==> src/rtl/char_buffer_writer.sv <==
// char_buffer_writer: turns a host byte stream into writes to the 80x25 text buffer, keeping a cursor and scrolling in place.
// Latency: a character write appears on wr_* the cycle after the byte is accepted; a scroll takes COLS*ROWS+1 cycles.
// Backpressure: in_ready is low (busy high) for the whole scroll; bytes transfer only when in_valid && in_ready.
//
// Ports:
//   clk, clr                 single clock, synchronous active-high reset
//   in_data/in_valid/in_ready  byte stream input with valid/ready handshake
//   wr_en/wr_addr/wr_data    buffer write port (row-major, addr = row*COLS+col)
//   rd_addr/rd_data          buffer read port used only while scrolling; rd_data lags rd_addr by one cycle
//   cursor_col/cursor_row    current cursor position
//   busy                     high while scrolling, always ~in_ready
// Build option: define VT52_ESC_EN to enable VT52 cursor escape sequences (ESC A/B/C/D/H).
module char_buffer_writer #(
  parameter int COLS   = 80,
  parameter int ROWS   = 25,
  parameter int ADDR_W = 11
) (
  input  logic              clk,
  input  logic              clr,
  input  logic [7:0]        in_data,
  input  logic              in_valid,
  output logic              in_ready,
  output logic              wr_en,
  output logic [ADDR_W-1:0] wr_addr,
  output logic [7:0]        wr_data,
  output logic [ADDR_W-1:0] rd_addr,
  input  logic [7:0]        rd_data,
  output logic [6:0]        cursor_col,
  output logic [4:0]        cursor_row,
  output logic              busy
);

  localparam logic [1:0] ST_IDLE  = 2'd0;
  localparam logic [1:0] ST_COPY  = 2'd1;
  localparam logic [1:0] ST_CLEAR = 2'd2;
`ifdef VT52_ESC_EN
  localparam logic [1:0] ST_ESC   = 2'd3;
`endif

  localparam logic [6:0]        COL_MAX   = 7'(COLS - 1);
  localparam logic [4:0]        ROW_MAX   = 5'(ROWS - 1);
  // Number of copied cells; also the base address of the last row.
  localparam logic [ADDR_W-1:0] COPY_LAST = ADDR_W'(COLS * (ROWS - 1));
  localparam logic [ADDR_W-1:0] CLR_LAST  = ADDR_W'(COLS - 1);
  localparam logic [ADDR_W-1:0] ONE       = ADDR_W'(1);

  logic [1:0]        state_q, state_d;
  logic [6:0]        col_q, col_d;
  logic [4:0]        row_q, row_d;
  logic              wr_en_q, wr_en_d;
  logic [ADDR_W-1:0] wr_addr_q, wr_addr_d;
  logic [7:0]        wr_data_q, wr_data_d;
  // Marks a copy write cycle: the write data is rd_data straight from the buffer.
  logic              copy_wr_q, copy_wr_d;
  logic [ADDR_W-1:0] rd_addr_q, rd_addr_d;
  logic [ADDR_W-1:0] cnt_q, cnt_d;
  logic              start_scroll;
  logic [ADDR_W-1:0] cur_addr;

  assign cur_addr = ADDR_W'(row_q) * ADDR_W'(COLS) + ADDR_W'(col_q);

  always_comb begin
    state_d      = state_q;
    col_d        = col_q;
    row_d        = row_q;
    wr_en_d      = 1'b0;
    wr_addr_d    = wr_addr_q;
    wr_data_d    = wr_data_q;
    copy_wr_d    = 1'b0;
    rd_addr_d    = rd_addr_q;
    cnt_d        = cnt_q;
    start_scroll = 1'b0;

    case (state_q)
      ST_IDLE: begin
        if (in_valid) begin
          if (in_data >= 8'h20 && in_data <= 8'h7E) begin
            wr_en_d   = 1'b1;
            wr_addr_d = cur_addr;
            wr_data_d = in_data;
            if (col_q < COL_MAX) begin
              col_d = col_q + 7'd1;
            end else begin
              col_d = 7'd0;
              if (row_q < ROW_MAX) row_d = row_q + 5'd1;
              else                 start_scroll = 1'b1;
            end
          end else if (in_data == 8'h0D) begin
            col_d = 7'd0;
          end else if (in_data == 8'h0A) begin
            if (row_q < ROW_MAX) row_d = row_q + 5'd1;
            else                 start_scroll = 1'b1;
          end else if (in_data == 8'h08) begin
            if (col_q != 7'd0) col_d = col_q - 7'd1;
`ifdef VT52_ESC_EN
          end else if (in_data == 8'h1B) begin
            state_d = ST_ESC;
`endif
          end
        end
      end

      ST_COPY: begin
        // Keep the last copied byte so wr_data holds it once the copy stops.
        if (copy_wr_q) wr_data_d = rd_data;
        if (cnt_q == COPY_LAST) begin
          // Final copy write is on the bus now; queue the first clear write.
          state_d   = ST_CLEAR;
          cnt_d     = '0;
          wr_en_d   = 1'b1;
          wr_addr_d = COPY_LAST;
          wr_data_d = 8'h20;
        end else begin
          // Read of cell cnt+COLS is in flight; its write to cell cnt follows next cycle.
          wr_en_d   = 1'b1;
          copy_wr_d = 1'b1;
          wr_addr_d = cnt_q;
          cnt_d     = cnt_q + ONE;
          if (cnt_q != COPY_LAST - ONE) rd_addr_d = rd_addr_q + ONE;
        end
      end

      ST_CLEAR: begin
        if (cnt_q == CLR_LAST) begin
          state_d = ST_IDLE;
        end else begin
          wr_en_d   = 1'b1;
          wr_addr_d = COPY_LAST + cnt_q + ONE;
          wr_data_d = 8'h20;
          cnt_d     = cnt_q + ONE;
        end
      end

`ifdef VT52_ESC_EN
      ST_ESC: begin
        if (in_valid) begin
          state_d = ST_IDLE;
          case (in_data)
            8'h41: if (row_q != 5'd0) row_d = row_q - 5'd1;
            8'h42: if (row_q < ROW_MAX) row_d = row_q + 5'd1;
            8'h43: if (col_q < COL_MAX) col_d = col_q + 7'd1;
            8'h44: if (col_q != 7'd0) col_d = col_q - 7'd1;
            8'h48: begin
              col_d = 7'd0;
              row_d = 5'd0;
            end
            default: ;
          endcase
        end
      end
`endif

      default: state_d = ST_IDLE;
    endcase

    if (start_scroll) begin
      state_d   = ST_COPY;
      cnt_d     = '0;
      rd_addr_d = ADDR_W'(COLS);
    end
  end

  always_ff @(posedge clk) begin
    if (clr) begin
      state_q   <= ST_IDLE;
      col_q     <= 7'd0;
      row_q     <= 5'd0;
      wr_en_q   <= 1'b0;
      wr_addr_q <= '0;
      wr_data_q <= 8'h00;
      copy_wr_q <= 1'b0;
      rd_addr_q <= '0;
      cnt_q     <= '0;
    end else begin
      state_q   <= state_d;
      col_q     <= col_d;
      row_q     <= row_d;
      wr_en_q   <= wr_en_d;
      wr_addr_q <= wr_addr_d;
      wr_data_q <= wr_data_d;
      copy_wr_q <= copy_wr_d;
      rd_addr_q <= rd_addr_d;
      cnt_q     <= cnt_d;
    end
  end

`ifdef VT52_ESC_EN
  assign in_ready = (state_q == ST_IDLE) || (state_q == ST_ESC);
`else
  assign in_ready = (state_q == ST_IDLE);
`endif
  assign busy       = ~in_ready;
  assign wr_en      = wr_en_q;
  assign wr_addr    = wr_addr_q;
  // Copy writes forward the registered buffer read directly.
  assign wr_data    = copy_wr_q ? rd_data : wr_data_q;
  assign rd_addr    = rd_addr_q;
  assign cursor_col = col_q;
  assign cursor_row = row_q;

endmodule

==> config.mk <==
export PLATFORM = sky130hd
export DESIGN_NAME = char_buffer_writer
export DESIGN_NICKNAME = d
export VERILOG_FILES = /design/src/rtl/char_buffer_writer.sv
export SDC_FILE = /design/constraint.sdc
export NUM_CORES = 1
export LEC_CHECK = 0
export ABC_AREA = 1
export CAP_MARGIN = 10
export CORE_ASPECT_RATIO = 1.2
export CORE_MARGIN = 3
export CORE_UTILIZATION = 48
export CTS_CLUSTER_SIZE = 40
export DETAILED_ROUTE_END_ITERATION = 6
export GPL_TIMING_DRIVEN = 0
export PLACE_DENSITY = 0.86
export RECOVER_POWER = 100
export SYNTH_ARGS = -nofsm -noshare
export SYNTH_HDL_FRONTEND = slang
export SYNTH_SLANG_ARGS = --single-unit
==> constraint.sdc <==
create_clock -name clk -period 2.1 [get_ports clk]
set_clock_uncertainty 0.2 [all_clocks]
set_input_delay 0.525 -clock clk [delete_from_list [all_inputs] [get_ports clk]]
set_output_delay 0.525 -clock clk [all_outputs]
set_load 0.05 [all_outputs]
==> impl_results.md, run 1 <==
- Final setup vio count: 6
- Cell area after synthesis: about 4000 µm²
- Peak Freq: 0.464 GHz
- Placement Setup Slack: -0.689 ns
- Failing checks: negative setup slack
- Die area: ~9500 µm²
- Top Family by Delay on Critical Path: buffers and inverters
- HP Class: reg2reg
- Slew Viols, Final: 0
- Row count: 35
- Synth Register Bits: 57
- Critical path type: in2out
- Hold_sp: wr_data_q[0]
- Hpwl dp: 8410 µm
- Critical path origin: rd_data[2]
- Vias in the first global route: 4112
- Critical path endpoint category: primary output
- Fin crit period: 2.16 ns
- Initial antenna violation count: 0
- WP buf/inv: 2
- Clock latency at the later pin of the worst-skew pair: around 0.34 ns
- Die Y: about 110 µm
- GPL Wtd Cong: 0.912
- Global route overflow: 0
- RSZ-0062 raised after global routing: true
- Synth Instances: approximately 590
- Most frequent cells in the layout: nand2_1, nor2_1, inv_1, dfxtp_1, a21oi_1
- Mean post-synth cell area: about 6.8 µm²
- Final Non-Filler Cells: 806
- YS warnings: 0
- Initial Util: 0.507
- Area grow syn2layout: 34.6%
- Pleak: around 2.4 nW
- Final WL: between 10000 and 15000 µm
- Worst r2r path cells: 10
- Max-cap violations: 0
- Yosys top cell by area: dfxtp_1
- Top cell type's share of synthesized area: 0.284
- WL/cell: approximately 16 µm
- Crit share post-route: 1.03
- Initial drt markers: 380
- Total clock sinks: between 50 and 60
- Largest net degree at the start of global routing: 11
- Crit-path slowest cell: clkdlybuf4s50_1
- Core ar.: 7930 µm²
- DRT Pass-1 Iters: 5
- Top_reg_cell synth: dfxtp_1
- CTS tree: yes
- Data required, critical path: between 1 and 1.5 ns
- DR vias/cell: 5.49
- Slew headroom: 0.613
- Fraction of registers with async set or reset after synthesis: 0
- Count of input and output buffers: 63
- CP Max Fanout: 2
- CTS clk-pin slew, worst paths: roughly 0.070 ns
- Crit Reg-Reg Endpoint: wr_addr[10]
- Diodes inserted: 0
- Largest stage delay, worst path: between 0.4 and 0.5 ns
- Pwr Density: a little over 500 nW/µm²
- Number of flops mapped to enable cells by yosys: 0
- WP data arrival: 1.43 ns
- VDD IR-drop max: ~0.31 mV
- Worst-Margin Slew: between 0.5 and 0.6 ns
- Clock Tree Root: clkbuf_8
- Post-DRT Antenna Nets: 0
- Crit start category: primary input
- Sequential Area: between 1000 and 1500 µm²
- Largest cells by area after synthesis: dfxtp_1, nand2_1, ha_1, nor2_1, inv_1
- Cell breakdown of the critical path: clkdlybuf4s50_1 -> mux2_2 -> buf_6
- Endpoints failing hold: 0
- Share of cells above drive strength 1: 0.217
- Clk buf depth: 2
- First-pass GRT wire length: a little under 20000 µm
- H-tree depth: 3
- Reg2reg setup slack: -0.04 ns
- Final #Nets: approximately 730
- Crit path to: wr_data[2]
- Die width: 89.5 µm
- Cell depth of the worst setup path: 3
- Synthesized net count: 632
- Count of cell types in the netlist: 45
- Critical R2R Launch: cursor_row[3]
- Commonest non-fill, non-tap cell in the layout: nand2_1
- Register area share after synthesis: 0.284
- Status: finished, violations left
- Number of placed instances, taps included: between 700 and 800
- Num CTS Buffers: 9
- Filler cells: between 600 and 700
- Vias: 4422
- DRC Markers: 0
- Worst setup margin: -0.0556 ns
- I/O pins: 64
- Area used by multi-input combinational logic: approximately 2600 µm²
- Global Route Usage Sum: 0.258
==> through the flow <==
step           setup TNS, ns   util  hold WS (ns)  cell area [µm²]  total power, mW
6_report              -0.131  0.682         0.270             5410             2.81
5_1_grt                -3.53  0.682         0.298             5410             2.91
4_1_cts              -0.0386  0.671         0.272             5320             2.78
3_5_place_dp          -31.46  0.614         0.261             4860             1.70
3_3_place_gp          -28.25  0.614         0.252             4860             1.69
2_1_floorplan        -0.0486      -         0.241             4100             1.52
==> timing repair <==
item	CTS	global route
setup endpoints to repair	96	55
buffers inserted	18	8
cloned	2	0
pin swaps	9	9
gates resized for setup	133	44
hold buffers	0	0
==> flip-flops by register name, indices dropped and copies added, names as in the netlist <==
name	cells
cnt_q	11
state_q	2
wr_addr	11
wr_data_q	8
rd_addr	11
cursor_row	5
copy_wr_q	1
wr_en	1
cursor_col	7
==> power by group <==
group / total [mW] / internal [mW] / switching, mW
logic: 0.596 / 0.228 / 0.369
registers: 1.14 / 1.11 / 0.0341
clock network: 1.07 / 0.610 / 0.457
==> layout make-up <==
cell class / instances / share of cell area
repair buffers: 91 / 0.163
inverters: 69 / 0.0504
multi-input cells: 446 / 0.484
clock inverters: 3 / 0.00740
well taps: 111 / 0.0257
flip-flops and latches: 57 / 0.217
clock buffers: 13 / 0.0294
plain buffers: 16 / 0.0231
==> layer usage <==
metal / global-route usage / part of all wire / vias up
li1: - / - / 2105
met1: 0.318 / 0.39 / 2075
met2: 0.439 / 0.51 / 200
met3: 0.0450 / 0.069 / 42
met4: 0.0915 / 0.032 / 0
met5: 0 / 0 / -
==> tightest hold or removal path, stage by stage, from the launching register on <==
cell and delay (ns):
dfxtp_1 0.31, nand2_1 0.06, a21oi_1 0.06
==> cells in the mapped netlist, types with 4 or more instances <==
| library cell | number |
|---|---|
| xnor2_1 | 4 |
| a21oi_1 | 36 |
| dfxtp_1 | 57 |
| mux2_2 | 7 |
| nand2_2 | 5 |
| inv_1 | 61 |
| nor2_1 | 66 |
| buf_6 | 6 |
| ha_1 | 20 |
| a21oi_2 | 9 |
| nor3_1 | 10 |
| nand4_1 | 10 |
| o21ai_0 | 25 |
| clkbuf_1 | 7 |
| nand3_2 | 4 |
| nor2_2 | 4 |
| nand2_1 | 159 |
| xor2_1 | 17 |
| nand3_1 | 34 |
| o21ai_1 | 5 |
==> how the worst min path moves through the flow <==
stage | end | slack, ns | cells past startpoint
after floorplan | wr_data_q[0] | 0.24 | 2
after global placement | wr_data_q[7] | 0.25 | 2
after detailed placement | wr_data_q[0] | 0.26 | 2
after CTS | wr_data_q[2] | 0.27 | 2
after global routing | wr_data_q[6] | 0.30 | 2
final | wr_data_q[0] | 0.27 | 2
==> logic make-up (layout without fill, tap and decap cells) <==
family	count (synthesis)	in the layout	synth area share
compound gates	88	88	0.130
xor+xnor	21	21	0.0458
fa+ha+maj	22	22	0.0723
buf+inv	88	192	0.0993
flops	57	57	0.284
mux	7	7	0.0196
simple gates	308	308	0.349
Power figures use the tool's default switching activity.
==> run 2, diff against run 1 <==
--- a/config.mk
+++ b/config.mk
@@ -13,7 +13,7 @@
 export CTS_CLUSTER_SIZE = 40
 export DETAILED_ROUTE_END_ITERATION = 6
 export GPL_TIMING_DRIVEN = 0
-export PLACE_DENSITY = 0.86
+export PLACE_DENSITY_LB_ADDON = 0.15
 export RECOVER_POWER = 100
 export SYNTH_ARGS = -nofsm -noshare
 export SYNTH_HDL_FRONTEND = slang
==> run 2 against run 1 <==
Compared with the run above:
- the run still ends with negative setup slack left
- clock-buffer cell count stayed put
- combinational power is 2% higher
- worst hold slack hardly changed
- clock power is 10% higher
- fmax is 0.34% higher
- cell area is 2.5% higher
- global-route usage is 1.5 points lower
- die area stayed put
- critical endpoint is now wr_addr[9]
==> impl_results.md, run 2 (synthesis results as in run 1) <==
- Peak Freq: between 0.4 and 0.5 GHz
- Internal cell power: 2.04 mW
- Largest net degree at the start of global routing: 11
- Clock power frac: 0.403
- Pwr Total: 2.93 mW
- Slew headroom: 0.610
- Share of cells above drive strength 1: 0.234
- Critical R2R Launch: cursor_row[1]
- Final Util: 0.700
- Die Y: roughly 110 µm
- VDD IR-drop max: between 0.3 and 0.4 mV
- Data required, critical path: approximately 2.1 ns
- CTS clk-pin slew, worst paths: around 0.08 ns
- Pwr Density: about 530 nW/µm²
- Die area: ~9500 µm²
- RSZ-0062 raised after global routing: true
- DR vias/cell: between 5 and 6
- Placement Setup Slack: -0.612 ns
- Diodes inserted: 0
- Worst r2r path cells: 8
- First-pass GRT wire length: between 15000 and 20000 µm
- Post-DRT Antenna Nets: 0
- Clk buf depth: 2
- Initial Util: 0.507
- CTS tree: yes
- Filler cells: approximately 650
- Switch share: 0.305
- Critical path endpoint category: register
- Flop pwr share: 0.391
- Failing checks: negative setup slack
- WP data arrival: between 2 and 2.5 ns
- Max-cap violations: 0
- DRC Markers: 0
- Clock latency at the later pin of the worst-skew pair: ~0.35 ns
- Hpwl dp: roughly 8000 µm
- Final Non-Filler Cells: 813
- Combinational Power Share: 0.206
- Hold_sp: wr_data_q[0]
- Vias in the first global route: ~4000
- Hold path endpoint: wr_data_q[0]
- GPL Wtd Cong: slightly below 0.9
- Total clock sinks: 57
- Core ar.: 7930 µm²
- Hold depth: 2
- Global Route Usage Sum: 0.242
- Pleak: ~2.5 nW
- CP Max Fanout: 5
- Critical path type: reg2reg
- Die width: ~90 µm
- H-tree depth: 3
- Final WL: 11700 µm
- Post-DP Area: slightly below 5000 µm²
- Reg2reg setup slack: -0.05 ns
- Most frequent cells in the layout: nand2_1, nor2_1, inv_1, dfxtp_1
- Worst-Margin Slew: between 0.5 and 0.6 ns
- Fin crit period: 2.15 ns
- HP Class: reg2reg
- Initial drt markers: between 200 and 250
- Vias: around 4300
- Num CTS Buffers: 9
- Worst hold slack: 0.271 ns
- Endpoints failing hold: 0
- Initial antenna violation count: 0
- Final setup vio count: 2
- Row count: 35
- Crit start category: register
- Final #Nets: between 700 and 800
- Commonest non-fill, non-tap cell in the layout: nand2_1
- Area grow syn2layout: 38.0%
- Status: finished, violations left
- Crit Reg-Reg Endpoint: wr_addr[9]
- CTS Hold Buffers Added: 0
- I/O pins: 64
- Number of placed instances, taps included: roughly 770
- Count of input and output buffers: 63
- DRT Pass-1 Iters: 6
- Global route overflow: 0
- Setup TNS: -0.0570 ns
- WL/cell: 14.4 µm
- Psw: between 800 and 900 µW
- Slew Viols, Final: 0
- Clock Tree Root: clkbuf_8
- Post-Layout Inst Area: ~5500 µm²
- Worst setup margin: -0.0482 ns
- Crit share post-route: 1.02
## run 2: cell count changes in the layout (fill, tap and decap cells not counted), moves of 3 or more
cell | before | now
clkbuf_2 | 8 | 4
buf_4 | 26 | 36
dfxtp_1 | 46 | 43
dfxtp_2 | 3 | 6
o21ai_2 | 3 | 0
## run 2: worst max path at each step
| stage | startpoint | depth (start not counted) | end | slack [ns] |
|---|---|---|---|---|
| 2_1_floorplan | cursor_row[0] | 12 | wr_addr[10] | -0.03 |
| 3_3_place_gp | rd_data[5] | 4 | wr_data[5] | -0.61 |
| 3_5_place_dp | rd_data[5] | 4 | wr_data[5] | -0.61 |
| 4_1_cts | rd_data[7] | 3 | wr_data[7] | -0.17 |
| 5_1_grt | cursor_row[1] | 10 | wr_addr[10] | -0.12 |
| 6_report | cursor_row[1] | 8 | wr_addr[9] | -0.05 |
## run 2: repair_timing
item / 4_1_cts / 5_1_grt
endpoints found under the setup margin: 93 / 64
gates cloned: 2 / 0
pin swaps: 9 / 7
resized for setup: 129 / 53
setup buffers: 20 / 13
hold endpoints to repair: 0 / 0
## run 2: critical path: stages, from the launching register on
cell and delay (ns):
dfxtp_4 0.39, ha_4 0.21, ha_4 0.16, fa_2 0.57
nand3_2 0.10, o21ai_1 0.15, a21oi_1 0.08, nor2_1 0.10
a21oi_1 0.07
## run 2: final cells by class
class / instances / area [µm²] / area share
plain buffers: 16 / 131 / 0.0237
multi-input cells: 446 / 2670 / 0.482
repair buffers: 98 / 926 / 0.167
flip-flops and latches: 57 / 1180 / 0.213
clock buffers: 13 / 180 / 0.0325
well taps: 111 / 139 / 0.0250
inverters: 69 / 275 / 0.0496
clock inverters: 3 / 43.8 / 0.00790
## run 2: metal layers
| metal | GRT usage | vias up | routed length (µm) |
|---|---|---|---|
| met5 | 0 | - | 0 |
| met4 | 0.102 | 0 | 313 |
| met3 | 0.0364 | 32 | 640 |
| met2 | 0.421 | 161 | 6030 |
| met1 | 0.288 | 1970 | 4730 |
| li1 | - | 2120 | - |
## run 2: power groups by stage
stage	logic [mW]	clock network, mW	registers [mW]
6_report	0.605	1.18	1.15
2_1_floorplan	0.269	0	1.26
4_1_cts	0.562	1.19	1.14
3_3_place_gp	0.520	0	1.17
5_1_grt	0.650	1.23	1.15
3_5_place_dp	0.526	0	1.17
==> run 3, diff against run 2 <==
--- a/config.mk
+++ b/config.mk
@@ -9,7 +9,7 @@
 export CAP_MARGIN = 10
 export CORE_ASPECT_RATIO = 1.2
 export CORE_MARGIN = 3
-export CORE_UTILIZATION = 48
+export CORE_UTILIZATION = 55
 export CTS_CLUSTER_SIZE = 40
 export DETAILED_ROUTE_END_ITERATION = 6
 export GPL_TIMING_DRIVEN = 0
==> constraint.sdc (replaced) <==
create_clock -name clk -period 2.35 [get_ports clk]
set_clock_uncertainty 0.2 [all_clocks]
set_input_delay 0.5875 -clock clk [delete_from_list [all_inputs] [get_ports clk]]
set_output_delay 0.5875 -clock clk [all_outputs]
set_load 0.05 [all_outputs]
==> run 3 against run 2 <==
Compared with the run above:
- the run still ends with negative setup slack left
- combinational power fell by 21%
- worst setup slack improved by 0.040 ns
- worst hold slack got worse by 0.0038 ns
- sequential power fell by 10%
- register-to-register slack improved by 0.18 ns
- non-clock buffer count fell by 26
- die area fell by 12%
- global-route usage rose by 1.3 points
- power fell by 16%
- critical path depth fell by 7
- critical path type is now reg2out
- critical endpoint is now wr_addr[9]
- largest power group is now registers
- highest routed layer unchanged
==> impl_results.md, run 3 (synthesis results as in run 1) <==
- Status: finished, violations left
- Failing checks: negative setup slack
- DRT Pass-1 Iters: 6
- Count of input and output buffers: 63
- H-tree depth: 3
- Worst r2r path cells: 10
- GPL Wtd Cong: 0.972
- Data required, critical path: ~1.6 ns
- Worst-Margin Slew: approximately 0.65 ns
- Vias: 4099
- Crit share post-route: 1.00
- Vias in the first global route: roughly 3800
- Pwr Total: roughly 2.5 mW
- I/O pins: 64
- Critical path endpoint category: primary output
- Pleak: about 2.2 nW
- Hold depth: 2
- Global Route Usage Sum: 0.256
- Global route overflow: 0
- Diodes inserted: 0
- Worst setup margin: -0.00804 ns
- Die area: around 8400 µm²
- Initial Util: 0.576
- Clock Tree Root: clkbuf_8
- CTS clk-pin slew, worst paths: approximately 0.070 ns
- Pwr Density: 493 nW/µm²
- Crit Reg-Reg Endpoint: wr_addr[10]
- Post-DRT Antenna Nets: 0
- Switch share: 0.315
- Row count: 33
- Internal cell power: roughly 1.7 mW
- Cell depth of the worst setup path: 1
- Area used by multi-input combinational logic: between 2000 and 3000 µm²
- WP data arrival: around 1.6 ns
- Top Family by Delay on Critical Path: buffers and inverters
- Hold path endpoint: wr_data_q[4]
- Filler cells: 588
- CP Max Fanout: 2
- VDD IR-drop max: ~0.39 mV
- Largest stage delay, worst path: around 0.87 ns
- First-pass GRT wire length: 17300 µm
- WL/cell: roughly 14 µm
- Area grow syn2layout: 24.3%
- Clock latency at the later pin of the worst-skew pair: roughly 0.35 ns
- WP buf/inv: 1
- Psw: 775 µW
- Largest net degree at the start of global routing: 12
- Slew headroom: 0.567
- Worst hold slack: roughly 0.27 ns
- Share of cells above drive strength 1: 0.155
- Reg2reg setup slack: between 0.1 and 0.15 ns
- Hpwl dp: roughly 8000 µm
- Clock power frac: 0.389
- Num CTS Buffers: 9
- Die width: about 84 µm
- Commonest non-fill, non-tap cell in the layout: nand2_1
- Fin crit period: between 2 and 2.5 ns
- Combinational Power Share: 0.195
- Crit-path slowest cell: clkdlybuf4s50_1
- Hold_sp: wr_data_q[4]
- Cell breakdown of the critical path: clkdlybuf4s50_1
- Flop pwr share: 0.416
- Initial antenna violation count: 0
- Critical path type: reg2out
- Crit start category: register
- Final WL: roughly 11000 µm
- Die Y: between 90 and 100 µm
- Initial drt markers: about 220
- Final #Nets: between 700 and 800
- DR vias/cell: between 5 and 6
- Slew Viols, Final: 0
- Peak Freq: approximately 0.42 GHz
- Final setup vio count: 1
- HP Class: reg2reg
- Total clock sinks: between 50 and 60
- Endpoints failing hold: 0
- Max-cap violations: 0
- Most frequent cells in the layout: nand2_1, nor2_1, inv_1, dfxtp_1, a21oi_1
- Core ar.: between 6000 and 7000 µm²
- Sequential Area: ~1200 µm²
- Critical R2R Launch: cursor_row[1]
- CTS tree: yes
- DRC Markers: 0
- Clk buf depth: 2
==> run 3: changes by cell type in the layout (fill, tap and decap cells not counted), moves of 7 or more <==
| cell | delta |
|---|---|
| dfxtp_4 | -7 |
| buf_4 | -26 |
| dfxtp_1 | +7 |
| buf_2 | +8 |
| dlygate4sd2_1 | -16 |
| clkdlybuf4s50_1 | +21 |
==> run 3: worst max path at each step <==
stage / start / to / slack, ns
after global routing: in_data[2] / wr_addr[1] / -0.03
after floorplan: cursor_col[5] / wr_addr[10] / -0.07
after CTS: rd_data[6] / wr_data[6] / -0.03
after detailed placement: rd_data[5] / wr_data[5] / -0.53
final: wr_addr[9] / wr_addr[9] / -0.008
after global placement: rd_data[5] / wr_data[5] / -0.53
==> run 3: per-stage QoR <==
| step | utilization | setup WS, ns | area, µm² | setup TNS [ns] | std cells |
|---|---|---|---|---|---|
| after detailed placement | 0.683 | -0.531 | 4770 | -18.61 | 741 |
| after global placement | 0.683 | -0.526 | 4770 | -16.46 | 741 |
| after global routing | 0.716 | -0.0342 | 4990 | -0.180 | 763 |
| after CTS | 0.708 | -0.0279 | 4940 | -0.165 | 758 |
| after floorplan | - | -0.0681 | 4030 | -0.0681 | 591 |
| final | 0.716 | -0.00804 | 4990 | -0.00804 | 763 |
==> run 3: area by class of cell <==
class,count,area share
inverter,69,0.0544
multi-input combinational,446,0.503
clock inverter,6,0.0133
clock buffer,10,0.0276
sequential,57,0.231
tap,87,0.0218
timing repair buffer,71,0.124
buffer,17,0.0258
==> run 3: power by group through the flow <==
stage / Sequential (mW) / Combinational, mW / Clock (mW)
2_1_floorplan: 1.13 / 0.238 / 0
3_3_place_gp: 1.05 / 0.460 / 0
3_5_place_dp: 1.05 / 0.467 / 0
4_1_cts: 1.03 / 0.466 / 0.969
5_1_grt: 1.03 / 0.519 / 1.01
6_report: 1.03 / 0.480 / 0.958
==> run 3: what timing repair did <==
item	4_1_cts	5_1_grt
endpoints found under the hold margin	0	0
endpoints found under the setup margin	31	55
pin swaps	1	2
buffers inserted	2	6
gates resized for setup	61	25
hold buffers	0	0
==> run 3: worst min-delay path: stages, from the launching register on <==
cell and delay (ns):
dfxtp_1 0.31, nand2_1 0.06, a21oi_1 0.05
==> run 3: metal layers <==
layer	routed length, µm	part of all wire	vias up	GRT usage
li1	-	-	2066	-
met1	4360	0.40	1883	0.293
met5	0	0	-	0
met3	528	0.049	24	0.0356
met4	296	0.027	0	0.114
met2	5610	0.52	126	0.467
